## config.mk

```make
export PLATFORM = sky130hd
export DESIGN_NAME = microseq_ctrl_stack_flat
export DESIGN_NICKNAME = d
export VERILOG_FILES = /design/src/rtl/microseq_ctrl_stack_if.sv /design/src/rtl/microseq_ctrl_stack.sv /design/src/flat_wrapper.sv
export SDC_FILE = /design/constraint.sdc
export NUM_CORES = 1
export LEC_CHECK = 0
export ABC_AREA = 0
export CORE_MARGIN = 3
export CORE_UTILIZATION = 47
export CTS_BUF_LIST = sky130_fd_sc_hd__clkbuf_4 sky130_fd_sc_hd__clkbuf_8 sky130_fd_sc_hd__clkbuf_16
export DETAILED_ROUTE_END_ITERATION = 7
export PLACE_DENSITY_LB_ADDON = 0.08
export SLEW_MARGIN = 10
export SYNTH_ARGS = -nofsm -noshare
export SYNTH_HDL_FRONTEND = slang
export SYNTH_SLANG_ARGS = --single-unit
```

## constraint.sdc

```tcl
create_clock -name clk -period 3.2 [get_ports clk]
set_input_delay 0.32 -clock clk [delete_from_list [all_inputs] [get_ports clk]]
set_output_delay 0.32 -clock clk [all_outputs]
set_load 0.02 [all_outputs]
```

## src/rtl/microseq_ctrl_stack_if.sv

```systemverilog
// Bus bundle between the microsequencer and its environment: IR/PSR inputs,
// the control-store ROM handshake, and the registered sequencer outputs.
// The environment (master) drives ir/psr/stall and returns cs_data for the
// cs_addr the sequencer (slave) presents.
interface microseq_ctrl_stack_if #(
  parameter int CS_AW = 11,
  parameter int MIR_W = 41,
  parameter int PSR_W = 4,
  parameter int SC_W  = 3
);
  logic              stall;
  logic [31:0]       ir;
  logic [PSR_W-1:0]  psr;
  logic [MIR_W-1:0]  cs_data;
  logic [CS_AW-1:0]  cs_addr;
  logic [MIR_W-1:0]  mir;
  logic [CS_AW-1:0]  upc;
  logic [SC_W-1:0]   stack_cnt;
  logic [1:0]        stack_err;

  modport master (
    output stall, ir, psr, cs_data,
    input  cs_addr, mir, upc, stack_cnt, stack_err
  );

  modport slave (
    input  stall, ir, psr, cs_data,
    output cs_addr, mir, upc, stack_cnt, stack_err
  );
endinterface

```

## src/rtl/microseq_ctrl_stack.sv

```systemverilog
// Microsequencer for the ARC datapath: selects the next control-store
// address from the current MIR condition field, registers the returned
// microinstruction, and keeps a small hardware return stack for CALL/RET.
//
// phase    | meaning
// ---------+-------------------------------------------------------------
// PH_BOOT  | after reset; cs_addr forced to 0 until the first live edge
// PH_RUN   | normal sequencing from the MIR condition field
module microseq_ctrl_stack #(
  parameter int CS_AW       = 11,
  parameter int MIR_W       = 41,
  parameter int STACK_DEPTH = 4,
  parameter int PSR_W       = 4
) (
  input  logic                  clk,
  input  logic                  rst,
  microseq_ctrl_stack_if.slave  bus
);

  localparam int SC_W = $clog2(STACK_DEPTH + 1);
  // Entry index width; a depth-1 stack still needs a one-bit index.
  localparam int IX_W = (STACK_DEPTH > 1) ? $clog2(STACK_DEPTH) : 1;

  typedef enum logic [3:0] {
    C_NEXT  = 4'd0,
    C_BN    = 4'd1,
    C_BZ    = 4'd2,
    C_BV    = 4'd3,
    C_BC    = 4'd4,
    C_BIR13 = 4'd5,
    C_JMP   = 4'd6,
    C_DEC   = 4'd7,
    C_CALL  = 4'd8,
    C_RET   = 4'd9
  } cond_e;

  typedef enum logic {
    PH_BOOT = 1'b0,
    PH_RUN  = 1'b1
  } phase_e;

  phase_e            phase_q;
  logic [MIR_W-1:0]  mir_q;
  logic [CS_AW-1:0]  upc_q;
  logic [SC_W-1:0]   cnt_q;
  logic [1:0]        err_q;
  logic [CS_AW-1:0]  stack_mem [STACK_DEPTH];

  logic [CS_AW-1:0]  jaddr;
  cond_e             cond;
  logic [CS_AW-1:0]  inc;
  logic [CS_AW-1:0]  dec_addr;
  logic [CS_AW-1:0]  tos;
  logic [SC_W-1:0]   top_ptr;
  logic              stack_full;
  logic              stack_empty;

  logic [CS_AW-1:0]  next_addr;
  logic              do_push;
  logic              do_pop;
  logic              set_ovf;
  logic              set_unf;

  // Only a handful of IR bits steer sequencing; the rest belong to the datapath.
  logic unused_ir;
  assign unused_ir = ^{bus.ir[29:25], bus.ir[18:14], bus.ir[12:0]};

  assign jaddr       = mir_q[CS_AW-1:0];
  assign cond        = cond_e'(mir_q[CS_AW+3:CS_AW]);
  assign inc         = upc_q + {{(CS_AW-1){1'b0}}, 1'b1};
  assign dec_addr    = {1'b1, bus.ir[31:30], bus.ir[24:19], {(CS_AW-9){1'b0}}};
  assign stack_full  = (cnt_q == SC_W'(STACK_DEPTH));
  assign stack_empty = (cnt_q == '0);
  assign top_ptr     = cnt_q - {{(SC_W-1){1'b0}}, 1'b1};
  assign tos         = stack_mem[top_ptr[IX_W-1:0]];

  // Next-address select and stack intent from the current condition field.
  always_comb begin
    next_addr = inc;
    do_push   = 1'b0;
    do_pop    = 1'b0;
    set_ovf   = 1'b0;
    set_unf   = 1'b0;
    if (phase_q == PH_BOOT) begin
      next_addr = '0;
    end else begin
      case (cond)
        C_NEXT:  next_addr = inc;
        C_BN:    next_addr = bus.psr[3] ? jaddr : inc;
        C_BZ:    next_addr = bus.psr[2] ? jaddr : inc;
        C_BV:    next_addr = bus.psr[1] ? jaddr : inc;
        C_BC:    next_addr = bus.psr[0] ? jaddr : inc;
        C_BIR13: next_addr = bus.ir[13] ? jaddr : inc;
        C_JMP:   next_addr = jaddr;
        C_DEC:   next_addr = dec_addr;
        C_CALL: begin
          // The jump is taken even when the return address cannot be saved.
          next_addr = jaddr;
          if (stack_full) set_ovf = 1'b1;
          else            do_push = 1'b1;
        end
        C_RET: begin
          if (stack_empty) begin
            next_addr = '0;
            set_unf   = 1'b1;
          end else begin
            next_addr = tos;
            do_pop    = 1'b1;
          end
        end
        default: next_addr = inc;
      endcase
    end
  end

  // Sequencer state: phase, MIR, uPC, stack depth and sticky errors.
  always_ff @(posedge clk) begin
    if (rst) begin
      phase_q <= PH_BOOT;
      mir_q   <= '0;
      upc_q   <= '0;
      cnt_q   <= '0;
      err_q   <= '0;
    end else if (!bus.stall) begin
      phase_q <= PH_RUN;
      mir_q   <= bus.cs_data;
      upc_q   <= next_addr;
      if (do_push)     cnt_q <= cnt_q + {{(SC_W-1){1'b0}}, 1'b1};
      else if (do_pop) cnt_q <= top_ptr;
      err_q   <= err_q | {set_ovf, set_unf};
    end
  end

  // Return-address storage; contents above the depth count are don't-care.
  always_ff @(posedge clk) begin
    if (!rst && !bus.stall && do_push) begin
      stack_mem[cnt_q[IX_W-1:0]] <= inc;
    end
  end

  assign bus.cs_addr   = next_addr;
  assign bus.mir       = mir_q;
  assign bus.upc       = upc_q;
  assign bus.stack_cnt = cnt_q;
  assign bus.stack_err = err_q;

endmodule

```

## src/flat_wrapper.sv

```systemverilog
// flat-port wrapper written by rule: the top's interface ports become plain ports
module microseq_ctrl_stack_flat 
#(
  parameter int CS_AW       = 11,
  parameter int MIR_W       = 41,
  parameter int STACK_DEPTH = 4,
  parameter int PSR_W       = 4
)
  (clk, rst, bus_stall, bus_ir, bus_psr, bus_cs_data, bus_cs_addr, bus_mir, bus_upc, bus_stack_cnt, bus_stack_err);
  microseq_ctrl_stack_if #(.CS_AW(CS_AW), .MIR_W(MIR_W), .PSR_W(PSR_W), .SC_W(3)) bus_i ();
  input  logic clk;
  input  logic rst;
  input wire logic [$bits(bus_i.stall)-1:0] bus_stall;
  input wire logic [$bits(bus_i.ir)-1:0] bus_ir;
  input wire logic [$bits(bus_i.psr)-1:0] bus_psr;
  input wire logic [$bits(bus_i.cs_data)-1:0] bus_cs_data;
  output wire logic [$bits(bus_i.cs_addr)-1:0] bus_cs_addr;
  output wire logic [$bits(bus_i.mir)-1:0] bus_mir;
  output wire logic [$bits(bus_i.upc)-1:0] bus_upc;
  output wire logic [$bits(bus_i.stack_cnt)-1:0] bus_stack_cnt;
  output wire logic [$bits(bus_i.stack_err)-1:0] bus_stack_err;
  assign bus_i.stall = bus_stall;
  assign bus_i.ir = bus_ir;
  assign bus_i.psr = bus_psr;
  assign bus_i.cs_data = bus_cs_data;
  assign bus_cs_addr = bus_i.cs_addr;
  assign bus_mir = bus_i.mir;
  assign bus_upc = bus_i.upc;
  assign bus_stack_cnt = bus_i.stack_cnt;
  assign bus_stack_err = bus_i.stack_err;
  microseq_ctrl_stack #(.CS_AW(CS_AW), .MIR_W(MIR_W), .STACK_DEPTH(STACK_DEPTH), .PSR_W(PSR_W)) u_core (.clk(clk), .rst(rst), .bus(bus_i));
endmodule
```

==> metrics.yaml <==
min_path:
  holdPathStages: 2
  timing.hold.worst.start: "bus_stall"
  worstHoldPathType: "input port to register"
  min_delay_worst_endpoint: "u_core.phase_q"
finish:
  num_antenna_cells: 0
  final_common_cell: "clkdlybuf4s50_1"
  final_core_utilization: 0.6545
  share_of_layout_cells_above_drive_strength_1: 0.1339
  nNetsFinal: 641
  layout_common_cells: "clkdlybuf4s50_1, nor2_1, dfxtp_1"
  syn_to_final_growth_pct: 32.13
global_route:
  global_route.usage.total: 0.2351
  global_route.overflow_total: 0
  grt_pass1_vias: 3889
  grt_antenna_before_repair: 0
  global_route_wire_length_before_repair_mm: 21.11
  grt_start_max_net_pins: 45
die:
  initial_utilization: 0.4954
  fp.dieH_um: 108.7
  die_w_um: 108.7
  die_area_um2: 11810
  design.core.area_um2: 10000
  pin_count: 148
  core.rowCount: 36
sta:
  minimum_setup_slack_in_the_final_design_ns: 0.1397
  timing.fmax_mhz: 326.8
  layout_min_cycle_time_ns: 3.060
  worst_hold_slack_ns: 0.3325
  maxSlewViolCount: 0
  rsz0062_at_grt: "no"
  worst_margin_slew_ns: 0.7064
  timing.final.crit_share: 0.9563
  fin_worst_skew_ns: 0.007476
  timing.final.hold_violations: 0
  slew_headroom: 0.5291
  setup-violations-final: 0
  setup_tns_ns: 0
flow_run:
  cap_violations: 0
worst_setup_path:
  end_kind: "output port"
  timing.rr.start: "u_core.bus.mir[14]"
  timing.critical_path.arrival_ns: 2.74
  required_ns: 2.88
  critPathKind: "register to output port"
  cpPeakStageDelay_ns: 0.57
  worstReg2RegEnd: "u_core.stack_mem[3][4]"
  critical_path.slowest_cell: "clkdlybuf4s50_1"
  r2r_cells: 4
  crit_fanout: 4
  timing.critical_path.cells: "inv_1 > ha_1 > mux4_2 > a221o_1 > a221oi_2 > nor2_1 > clkdlybuf4s50_1"
  startpoint_type: "register"
  regToRegSetupSlack_ns: 0.83
place:
  place.gp.congestion: 0.8935
  pre_cts_ws_ns: 0.2142
  dp_hpwl_mm: 9.804
  place.port_buffers: 124
clock_tree:
  cts_made_buffers: 9
  setup_fix_bufs_post_cts: 0
  clk_path_buf_depth: 2
  clk_transition_reported_paths_ns: 0.09
  tritoncts_num_sinks: 102
  clk-insertion-delay-late_ns: 0.36
  tritoncts: "built"
  htree_num_levels: 3
  post_cts_resized: 8
  cts-root-buf: "clkbuf_8"
  cts_hold_repair.buffers: 0
yosys:
  syn_area_um2: 4954
  number_of_enable_flip_flop_cells_after_synthesis: 44
  ys_dominant_reg_cell: "dfxtp_1"
  netlist_instances: 431
  yosysWarnings: 0
  synth.lib_cells_used.distinct: 76
  postSynthNetCount: 517
  ys_seq_area_frac: 0.5011
  synth_area_per_cell_um2: 11.49
  async_flop_share: 0
  ys_seq_elements: 102
routing:
  drt_iter0_drc: 275
  routed_wl_mm: 13.12
  drt-vias-per-instance: 5.626
  avgRoutedWirePerCell_um: 18.92
  residual_drc_count: 0
  antenna_left: 0
  route.vias.total: 3899
  number_of_search_and_repair_iterations_in_the_first_detailed_routing_pass: 5
power_and_ir_drop:
  vdd_drop_max_v: 0.0002401
  power.leakage_nw: 2.568
  power_density_nw_per_um2: 405.9
outcome:
  status: "completed"
## worst max-delay path by stage
stage                                       start              to  slack [ns]  depth (start not counted)
after CTS                 u_core.bus.stack_cnt[0]  bus_cs_addr[8]        0.01                          9
after global placement                 bus_ir[13]  bus_cs_addr[3]        0.23                          7
after global routing      u_core.bus.stack_cnt[0]  bus_cs_addr[7]       0.007                          7
final                     u_core.bus.stack_cnt[0]  bus_cs_addr[7]        0.14                          7
after floorplan           u_core.bus.stack_cnt[0]  bus_cs_addr[4]        0.56                          8
after detailed placement               bus_ir[13]  bus_cs_addr[3]        0.21                          7
## kinds of logic (layout without fill, tap and decap cells)
logic type | Yosys count | after routing | share of synthesized area
flip-flops | 102 | 102 | 0.5011
multiplexers | 57 | 57 | 0.1483
AO/OA/AOI/OAI | 74 | 74 | 0.1238
adder cells (fa/ha/maj) | 6 | 6 | 0.01515
AND/OR/NAND/NOR | 146 | 146 | 0.1571
buffers and inverters | 35 | 164 | 0.03511
XOR/XNOR | 11 | 11 | 0.01945
## per-layer routing
layer	up-vias	global-route usage	part of all wire
met3	21	0.05269	0.080
met4	0	0.07755	0.016
met1	1855	0.3126	0.42
met2	161	0.3822	0.48
li1	1862	-	-
met5	-	0	0
## metrics by stage
stage	power, W	instance area, µm²	instances
global route	0.002786	6545	693
finish	0.002657	6545	693
floorplan	0.001718	4954	431
CTS	0.002676	6506	693
detailed placement	0.001941	6327	677
global placement	0.001933	6327	677
## where the power goes
group	internal, W	switching (W)	total, W	leakage, nW
Combinational	0.000237	0.000248	0.000485	1.57
Clock	0.000296	0.000448	0.000744	0.0800
Sequential	0.00139	0.0000392	0.00143	0.919
Total	0.00192	0.000736	0.00266	2.57
## critical path: cells and delay by family (launching register included)
kind	cells	cell delay, ns
buffers and inverters	2	0.66
DFF	1	0.35
AOI/OAI and AO/OA	2	0.54
and+or+nand+nor	1	0.08
adders and majority gates	1	0.39
muxes	1	0.35
## cells in the mapped netlist, types with 4 or more instances
cell / number / area (µm²)
clkbuf_1: 8 / 30.03
xor2_1: 4 / 35.03
nand4_1: 5 / 31.28
buf_2: 10 / 50.05
nor3_1: 6 / 30.03
o21ai_1: 5 / 25.02
o21ai_0: 6 / 30.03
nand3_1: 12 / 60.06
mux4_1: 5 / 131.4
nand2_1: 22 / 82.58
xnor2_1: 7 / 61.31
mux2i_1: 43 / 430.4
o22ai_1: 5 / 31.28
and2_1: 5 / 31.28
ha_1: 6 / 75.07
inv_1: 8 / 30.03
a221oi_2: 5 / 75.07
buf_1: 4 / 15.01
nor2_1: 60 / 225.2
dfxtp_1: 58 / 1161
a31oi_1: 5 / 31.28
a21oi_1: 13 / 65.06
and3_1: 5 / 31.28
edfxtp_1: 44 / 1321
mux4_2: 6 / 135.1
## registers in the layout, summed over array words and instances (netlist names)
register / count
u_core.stack_mem: 44
u_core.bus.mir: 41
u_core.bus.upc: 11
u_core.bus.stack_cnt: 3
u_core.bus.stack_err: 2
u_core.phase_q: 1
## final cells by class
class | instances | area [µm²]
clock buffers | 10 | 131.4
clock inverters | 6 | 47.55
fillers | 826 | 3455
inverters | 8 | 30.03
multi-input cells | 294 | 2318
flip-flops and latches | 102 | 2492
well taps | 133 | 166.4
repair buffers | 140 | 1359
Note: power is estimated with default switching activity, not from simulation.
